## config.mk

```make
export PLATFORM = sky130hd
export DESIGN_NAME = alu_logic_responder_flat
export DESIGN_NICKNAME = d
export VERILOG_FILES = /design/src/rtl/alu_logic_responder_if.sv /design/src/rtl/alu_logic_responder.sv /design/src/flat_wrapper.sv
export SDC_FILE = /design/constraint.sdc
export NUM_CORES = 1
export LEC_CHECK = 0
export ABC_AREA = 1
export BUFFER_PORTS_ARGS = -buffer_cell sky130_fd_sc_hd__buf_2
export CORE_MARGIN = 5
export CORE_UTILIZATION = 53
export CTS_CLUSTER_DIAMETER = 60
export DETAILED_ROUTE_END_ITERATION = 10
export PLACE_DENSITY_LB_ADDON = 0.15
export SETUP_SLACK_MARGIN = 0.2
export SYNTH_ARGS = -nofsm -noshare
export SYNTH_HDL_FRONTEND = slang
export SYNTH_SLANG_ARGS = --single-unit
```

## constraint.sdc

```tcl
create_clock -name clk -period 2 [get_ports clk]
set_input_delay 0.1 -clock clk [delete_from_list [all_inputs] [get_ports clk]]
set_output_delay 0.1 -clock clk [all_outputs]
set_load 0.05 [all_outputs]
```

## src/rtl/alu_logic_responder_if.sv

```systemverilog
// Request/response bundle for the ALU logic responder: an operand request channel
// and a result response channel, each with its own valid/ready handshake.
interface alu_logic_responder_if #(
  parameter int WIDTH = 32
);
  logic             req_valid;
  logic             req_ready;
  logic [2:0]       req_op;
  logic [WIDTH-1:0] req_a;
  logic [WIDTH-1:0] req_b;
  logic             rsp_valid;
  logic             rsp_ready;
  logic [WIDTH-1:0] rsp_data;
  logic             rsp_zero;
  logic             rsp_err;

  // Initiator/consumer side
  modport master (
    output req_valid, req_op, req_a, req_b, rsp_ready,
    input  req_ready, rsp_valid, rsp_data, rsp_zero, rsp_err
  );

  // Responder side
  modport slave (
    input  req_valid, req_op, req_a, req_b, rsp_ready,
    output req_ready, rsp_valid, rsp_data, rsp_zero, rsp_err
  );
endinterface

```

## src/rtl/alu_logic_responder.sv

```systemverilog
// Bitwise-logic responder: computes AND/OR/XOR/NAND/NOR/XNOR/ANDN on an accepted
// request and returns the result through a 2-entry FIFO response buffer.
module alu_logic_responder #(
  parameter int WIDTH = 32,
  parameter int CNT_W = 16
) (
  input  logic                 clk,
  input  logic                 rst,
  alu_logic_responder_if.slave bus,
  output logic [CNT_W-1:0]     op_count
);

  typedef enum logic [1:0] {
    EMPTY = 2'd0,
    ONE   = 2'd1,
    FULL  = 2'd2
  } state_t;

  typedef struct packed {
    logic [WIDTH-1:0] data;
    logic             zero;
    logic             err;
  } entry_t;

  state_t state, next_state;
  entry_t head, tail, new_entry;
  logic   rdy, vld, accept, pop;
  logic [WIDTH-1:0] res_data;
  logic             res_err;

  // NOTE: every combinational output gets a default before the case so no
  // path leaves it unassigned and no latch is inferred.
  always_comb begin
    res_data = '0;
    res_err  = 1'b0;
    case (bus.req_op)
      3'b000:  res_data = bus.req_a & bus.req_b;
      3'b001:  res_data = bus.req_a | bus.req_b;
      3'b010:  res_data = bus.req_a ^ bus.req_b;
      3'b011:  res_data = ~(bus.req_a & bus.req_b);
      3'b100:  res_data = ~(bus.req_a | bus.req_b);
      3'b101:  res_data = ~(bus.req_a ^ bus.req_b);
      3'b110:  res_data = bus.req_a & ~bus.req_b;
      default: res_err  = 1'b1;
    endcase
    new_entry = '{data: res_data, zero: (res_data == '0), err: res_err};
  end

  // Handshake strobes depend only on the registered state, so req_ready never
  // combinationally follows rsp_ready.
  always_comb begin
    next_state = state;
    rdy        = 1'b0;
    vld        = 1'b0;
    accept     = 1'b0;
    pop        = 1'b0;
    unique case (state)
      EMPTY: begin
        rdy    = 1'b1;
        accept = bus.req_valid;
        if (accept) next_state = ONE;
      end
      ONE: begin
        rdy    = 1'b1;
        vld    = 1'b1;
        accept = bus.req_valid;
        pop    = bus.rsp_ready;
        if (accept && !pop)      next_state = FULL;
        else if (!accept && pop) next_state = EMPTY;
      end
      FULL: begin
        vld = 1'b1;
        pop = bus.rsp_ready;
        if (pop) next_state = ONE;
      end
      default: next_state = EMPTY;
    endcase
  end

  // NOTE: sequential state uses non-blocking assignments so every register
  // samples pre-edge values regardless of statement order.
  always_ff @(posedge clk) begin
    if (rst) state <= EMPTY;
    else     state <= next_state;
  end

  // Head always holds the oldest entry; tail only holds the second one in FULL.
  // NOTE: both buffer slots are cleared on reset so discarded entries can never
  // resurface on rsp_data after a mid-operation reset.
  always_ff @(posedge clk) begin
    if (rst) begin
      head     <= '0;
      tail     <= '0;
      op_count <= '0;
    end else begin
      if (accept) op_count <= op_count + CNT_W'(1);
      unique case (state)
        EMPTY: if (accept) head <= new_entry;
        ONE: begin
          if (accept && pop) head <= new_entry;
          else if (accept)   tail <= new_entry;
        end
        FULL:    if (pop) head <= tail;
        default: ;
      endcase
    end
  end

  assign bus.req_ready = rdy;
  assign bus.rsp_valid = vld;
  assign bus.rsp_data  = vld ? head.data : '0;
  assign bus.rsp_zero  = vld & head.zero;
  assign bus.rsp_err   = vld & head.err;

endmodule

```

## src/flat_wrapper.sv

```systemverilog
// flat-port wrapper written by rule: the top's interface ports become plain ports
module alu_logic_responder_flat 
#(
  parameter int WIDTH = 32,
  parameter int CNT_W = 16
)
  (clk, rst, op_count, bus_req_valid, bus_req_op, bus_req_a, bus_req_b, bus_rsp_ready, bus_req_ready, bus_rsp_valid, bus_rsp_data, bus_rsp_zero, bus_rsp_err);
  alu_logic_responder_if #(.WIDTH(WIDTH)) bus_i ();
  input  logic clk;
  input  logic rst;
  output logic [CNT_W-1:0] op_count;
  input wire logic [$bits(bus_i.req_valid)-1:0] bus_req_valid;
  input wire logic [$bits(bus_i.req_op)-1:0] bus_req_op;
  input wire logic [$bits(bus_i.req_a)-1:0] bus_req_a;
  input wire logic [$bits(bus_i.req_b)-1:0] bus_req_b;
  input wire logic [$bits(bus_i.rsp_ready)-1:0] bus_rsp_ready;
  output wire logic [$bits(bus_i.req_ready)-1:0] bus_req_ready;
  output wire logic [$bits(bus_i.rsp_valid)-1:0] bus_rsp_valid;
  output wire logic [$bits(bus_i.rsp_data)-1:0] bus_rsp_data;
  output wire logic [$bits(bus_i.rsp_zero)-1:0] bus_rsp_zero;
  output wire logic [$bits(bus_i.rsp_err)-1:0] bus_rsp_err;
  assign bus_i.req_valid = bus_req_valid;
  assign bus_i.req_op = bus_req_op;
  assign bus_i.req_a = bus_req_a;
  assign bus_i.req_b = bus_req_b;
  assign bus_i.rsp_ready = bus_rsp_ready;
  assign bus_req_ready = bus_i.req_ready;
  assign bus_rsp_valid = bus_i.rsp_valid;
  assign bus_rsp_data = bus_i.rsp_data;
  assign bus_rsp_zero = bus_i.rsp_zero;
  assign bus_rsp_err = bus_i.rsp_err;
  alu_logic_responder #(.WIDTH(WIDTH), .CNT_W(CNT_W)) u_core (.clk(clk), .rst(rst), .bus(bus_i), .op_count(op_count));
endmodule
```

After elaboration in Yosys (flattened, before gate mapping). Index checks and enable logic that the tools add are counted.

Reduce and logical (&&, ||, !) cells: 15. Add/sub/neg operators: 1. Eq/ne operators: 14. Bitwise operators: 11. Mux-type cells: 16.

Operator list (count): 32-bit one-hot mux with 7 select lines (1); 32-bit NOT (4); 34-bit two-way mux (3); 34-bit one-hot mux with 3 select lines (1); 32-bit AND (2); 32-bit zero test (1); 32-bit two-way mux (1); 32-bit OR (1); 32-bit XOR (1); 16-bit by 1-bit adder with 16-bit output, second input constant (1); 3-bit equality test, second input constant (3); 2-bit two-way mux (4); 7-bit OR reduction (1); 3-bit by 2-bit equality test with 1-bit output, second input constant (2); 2-bit by 1-bit inequality test with 1-bit output, second input constant (3); 2-bit one-hot mux with 3 select lines (1); 3-bit AND reduction (2); 1-bit two-way mux (5); 2-bit inequality test, second input constant (2); 4-bit AND reduction (1); 2-bit OR reduction (2); 3-bit by 1-bit equality test with 1-bit output, second input constant (1); 1-bit logical AND (3); 3-bit zero test (1); other kinds (8) (10).

Input bits: 71. Flip-flop bits (word level): 86.

Logic depth before layout (Yosys ltp).
Depth after elaboration: 6. Mapped depth: 16. Mapped depth without buffers: 15.

Worst setup path before layout. Ideal clock, no wire load.

Path type: register to register. From: register u_core.state[0]. To: register u_core.head[10] (netlist name). Arrival time: 2.238 ns. Cell stages (with the launch flop): 10. Clock period less this slack: 2.357 ns. Path buffers: 2. Required time: 1.880 ns. Slack: -0.357 ns. Cell sequence: dfxtp_1 > inv_1 > ha_1 > clkbuf_1 > a31oi_1 > nor3_2 > inv_1 > clkbuf_1 > a21oi_1 > a21oi_1.

Word-level cells in the longest chain between the ends: 6. Elaborated cells on any way between the ends: 14. Those cells by class: 5 x eq/ne; 3 x mux; 6 x reduce/logical.

RTL lines: start: declaration (RTL line alu_logic_responder.sv:25) `state_t state, next_state;`; start signal: assignment (RTL line alu_logic_responder.sv:84) `else state <= next_state;`; 2-bit by 1-bit equality test with 1-bit output (tied with other cells) (RTL line alu_logic_responder.sv:57, alu_logic_responder.sv:97); 2-bit OR reduction (no line); 1-bit two-way mux (RTL line alu_logic_responder.sv:57) `unique case (state)`; 1-bit logical AND (RTL line alu_logic_responder.sv:100) `if (accept && pop) head <= new_entry;`; 2-bit by 1-bit inequality test with 1-bit output (no line); 4-bit AND reduction (no line); end signal: assignment (RTL line alu_logic_responder.sv:98) `EMPTY: if (accept) head <= new_entry;`; end signal: assignment (RTL line alu_logic_responder.sv:100); end signal: assignment (RTL line alu_logic_responder.sv:103) `FULL: if (pop) head <= tail;`; end: declaration (RTL line alu_logic_responder.sv:26) `entry_t head, tail, new_entry;`.

Parallel ways exist; a longest one is shown, timed or not. A chain may end at the register's enable or synchronous reset.

Worst setup path in the final report.
From: register u_core.state[1]. To: register u_core.head[9] (netlist name).

Same word-level chain as after synthesis.

==> impl_metrics.toml <==
[timing]
clock.fmax_mhz = 509.6
max-slew-margin-rel_pct = 46.01
rsz0062_at_grt = "yes"
hold_slack_ns = 0.009581
report.final.slew_viol_count = 0
period_share_pct = 98.11
setup_tns_ns = 0
tightest_slew_ns = 0.8072
setup_viol_count_final = 0
worst_slack_ns = 0.03771
layout_min_cycle_time_ns = 1.962
hold_violations = 0
skew_ns = 0.009460

[clock_tree]
cts_sinks = 86
cts_root_buffer = "clkbuf_16"
clock_latency_ns = 0.34
cts.hold.buffers_added = 0
cts_made_buffers = 9
clkTransAtPathRegs_ns = 0.07
ctsHtreeMaxLevel = 3
cts_tree = "built"
cts_buffer_depth = 2

[die]
fp.dieH_um = 129.7
core_um2 = 13990
initial_core_util_pct = 54.27
pin_count = 123
die_w_um = 129.7
rows = 43
die_area_um2 = 16820

[power]
combinationalPowerShare_pct = 57.0
leakage_nw = 5.302
peakVddDrop_v = 0.0008680
internal-power_mw = 5.567
power_frac_clock_pct = 16.9
powerDensity_nw_per_um2 = 1074
switchingPower_mw = 4.855
pwr-share-seq_pct = 26.1
swShare_pct = 46.58
power_mw = 10.42

[status]
run_status = "finished, final reports clean"

[place]
port_buffers = 122
post-place-ws_ns = -0.2320
dpl.hpwl_um = 16080
dp.cells = 1493
placed_area_um2 = 8499
finalWeightedCongestion = 0.9726

[global_route]
overflow = 0
grt_pass1_vias = 7182
antenna_found_initial = 0
grt_pass1_wl_um = 36020
track_usage_pct = 26.25
grt_max_degree = 47

[synthesis]
synthMuxAreaShare_pct = 0
synth_nets = 1397
synth_fa_ha_area_share_pct = 16.81
synth_top_area_cell = "dfxtp_1"
synth_top_family_by_area = "simple AND/OR/NAND/NOR gates"
async_flop_share_pct = 0
ys_ff_latch = 86
synth.avg_cell_area_um2 = 6.202
synth-xor-area-share_pct = 0.1154
synth_compound_area_share_pct = 14.59
synth_top_flop_cell = "dfxtp_1"
synthesis.area_um2 = 7591
ys_types = 27
ys_warn_count = 0
yosys-top-cells-area = "dfxtp_1, ha_1, inv_1"
synth_top_area_share_pct = 22.68
synthCells = 1224
synthSimpleGateAreaFrac_pct = 28.93
synth_edf_count = 0
synth-seq-area-share_pct = 22.68

[setup_path]
r2r_end = "u_core.head[9]"
cp_max_fo = 18
crit_arrival_ns = 2.21
required_ns = 2.25
cp-start-kind = "register"
r2r-start = "u_core.state[1]"
rr_worst_depth = 11
worst-setup-path-type = "reg -> reg"
end_kind = "register"
reg2reg_setup_slack_ns = 0.04

[flow_run]
drv_cap = 0

[final_layout]
drive_above_1_share_pct = 21.09
diodes = 0
areaGrowthSynthToFinish_pct = 27.84
layout_common_cells = "inv_1, nand2_1, ha_1, nor2_1, buf_2"
final_core_util_pct = 69.37
nNetsFinal = 1529
fill_cells = 1164
final_common_cell = "inv_1"
final_cells = 1541
final_area_um2 = 9704

[detailed_routing]
num_vias = 8162
ant_nets = 0
vias_per_cell = 5.297
dr.pass1.iters = 7
remaining_drc_errors = 0
drtIter0Drc = 758
routedWlPerCell_um = 15.34
routed_wl_um = 23650

[hold_path]
hp-start = "rst"
hold_path.class = "in -> reg"
holdPathStages = 2
hold_end = "u_core.op_count[14]"
-- cells in the mapped netlist (3+ instances only) --
cell	number
a21oi_1	81
a31oi_1	3
buf_1	6
buf_2	13
buf_4	5
buf_6	4
clkbuf_1	39
dfxtp_1	86
ha_1	102
inv_1	252
inv_2	5
nand2_1	243
nand3_1	92
nand3b_1	6
nand4_1	40
nor2_1	104
nor3_1	19
nor3_2	3
o211ai_1	32
o21ai_0	82
-- critical path: stages, from the launching register on --
cell and delay (ns):
dfxtp_4 0.36, inv_4 0.08, ha_4 0.15, inv_4 0.04, a21oi_4 0.18, buf_6 0.13, a31oi_4 0.10, nor3_4 0.18
buf_4 0.16, buf_12 0.14, o21ai_1 0.10, a21oi_1 0.23
-- worst max path at each step --
stage / start / end / slack (ns) / depth (start not counted)
floorplan: u_core.state[0] / u_core.head[15] / 0.12 / 9
global placement: bus_req_op[2] / u_core.head[1] / -0.22 / 12
detailed placement: bus_req_op[2] / u_core.head[1] / -0.23 / 12
CTS: u_core.state[1] / u_core.tail[31] / 0.17 / 12
global route: u_core.state[1] / u_core.head[19] / -0.05 / 11
finish: u_core.state[1] / u_core.head[9] / 0.04 / 11
-- routing by layer --
| layer | track usage [%] | part of all wire, % |
|---|---|---|
| met1 | 37.97 | 44 |
| met2 | 40.46 | 46 |
| met5 | 0 | 0 |
| met4 | 7.335 | 2.0 |
| met3 | 4.204 | 7.9 |
-- power groups by stage --
stage                     clock, mW  sequential, mW  combinational [mW]
after floorplan                   0            2.62                3.39
after global placement            0            2.67                4.32
after detailed placement          0            2.66                4.35
after CTS                      1.76            2.63                4.96
after global routing           1.85            2.78                6.34
final                          1.76            2.72                5.94
-- cell families after synthesis --
family / Yosys count
flops: 86
buf+inv: 324
simple gates: 509
xor+xnor: 1
fa+ha+maj: 102
compound gates: 202
-- layout make-up --
| type | instances | area (um^2) | share of cell area (%) |
|---|---|---|---|
| Clock buffer | 10 | 239.0 | 2.463 |
| Timing Repair Buffer | 187 | 1474 | 15.19 |
| Sequential cell | 86 | 1739 | 17.92 |
| Clock inverter | 6 | 75.07 | 0.7736 |
| Timing Repair inverter | 1 | 8.758 | 0.09025 |
| Multi-Input combinational cell | 814 | 4932 | 50.83 |
| Inverter | 257 | 1011 | 10.42 |
| Tap cell | 180 | 225.2 | 2.321 |
-- registers in the layout, indices dropped and copies added (netlist names) --
| name | count |
|---|---|
| u_core.head | 34 |
| u_core.tail | 34 |
| u_core.op_count | 16 |
| u_core.state | 2 |
-- repair_timing --
item                                    in CTS  in global routing
cloned                                       3                  7
endpoints found under the setup margin     108                108
buffers inserted                            16                  6
resized for setup                           47                108
pin swaps                                   11                  6
Power figures use the tool's default switching activity.
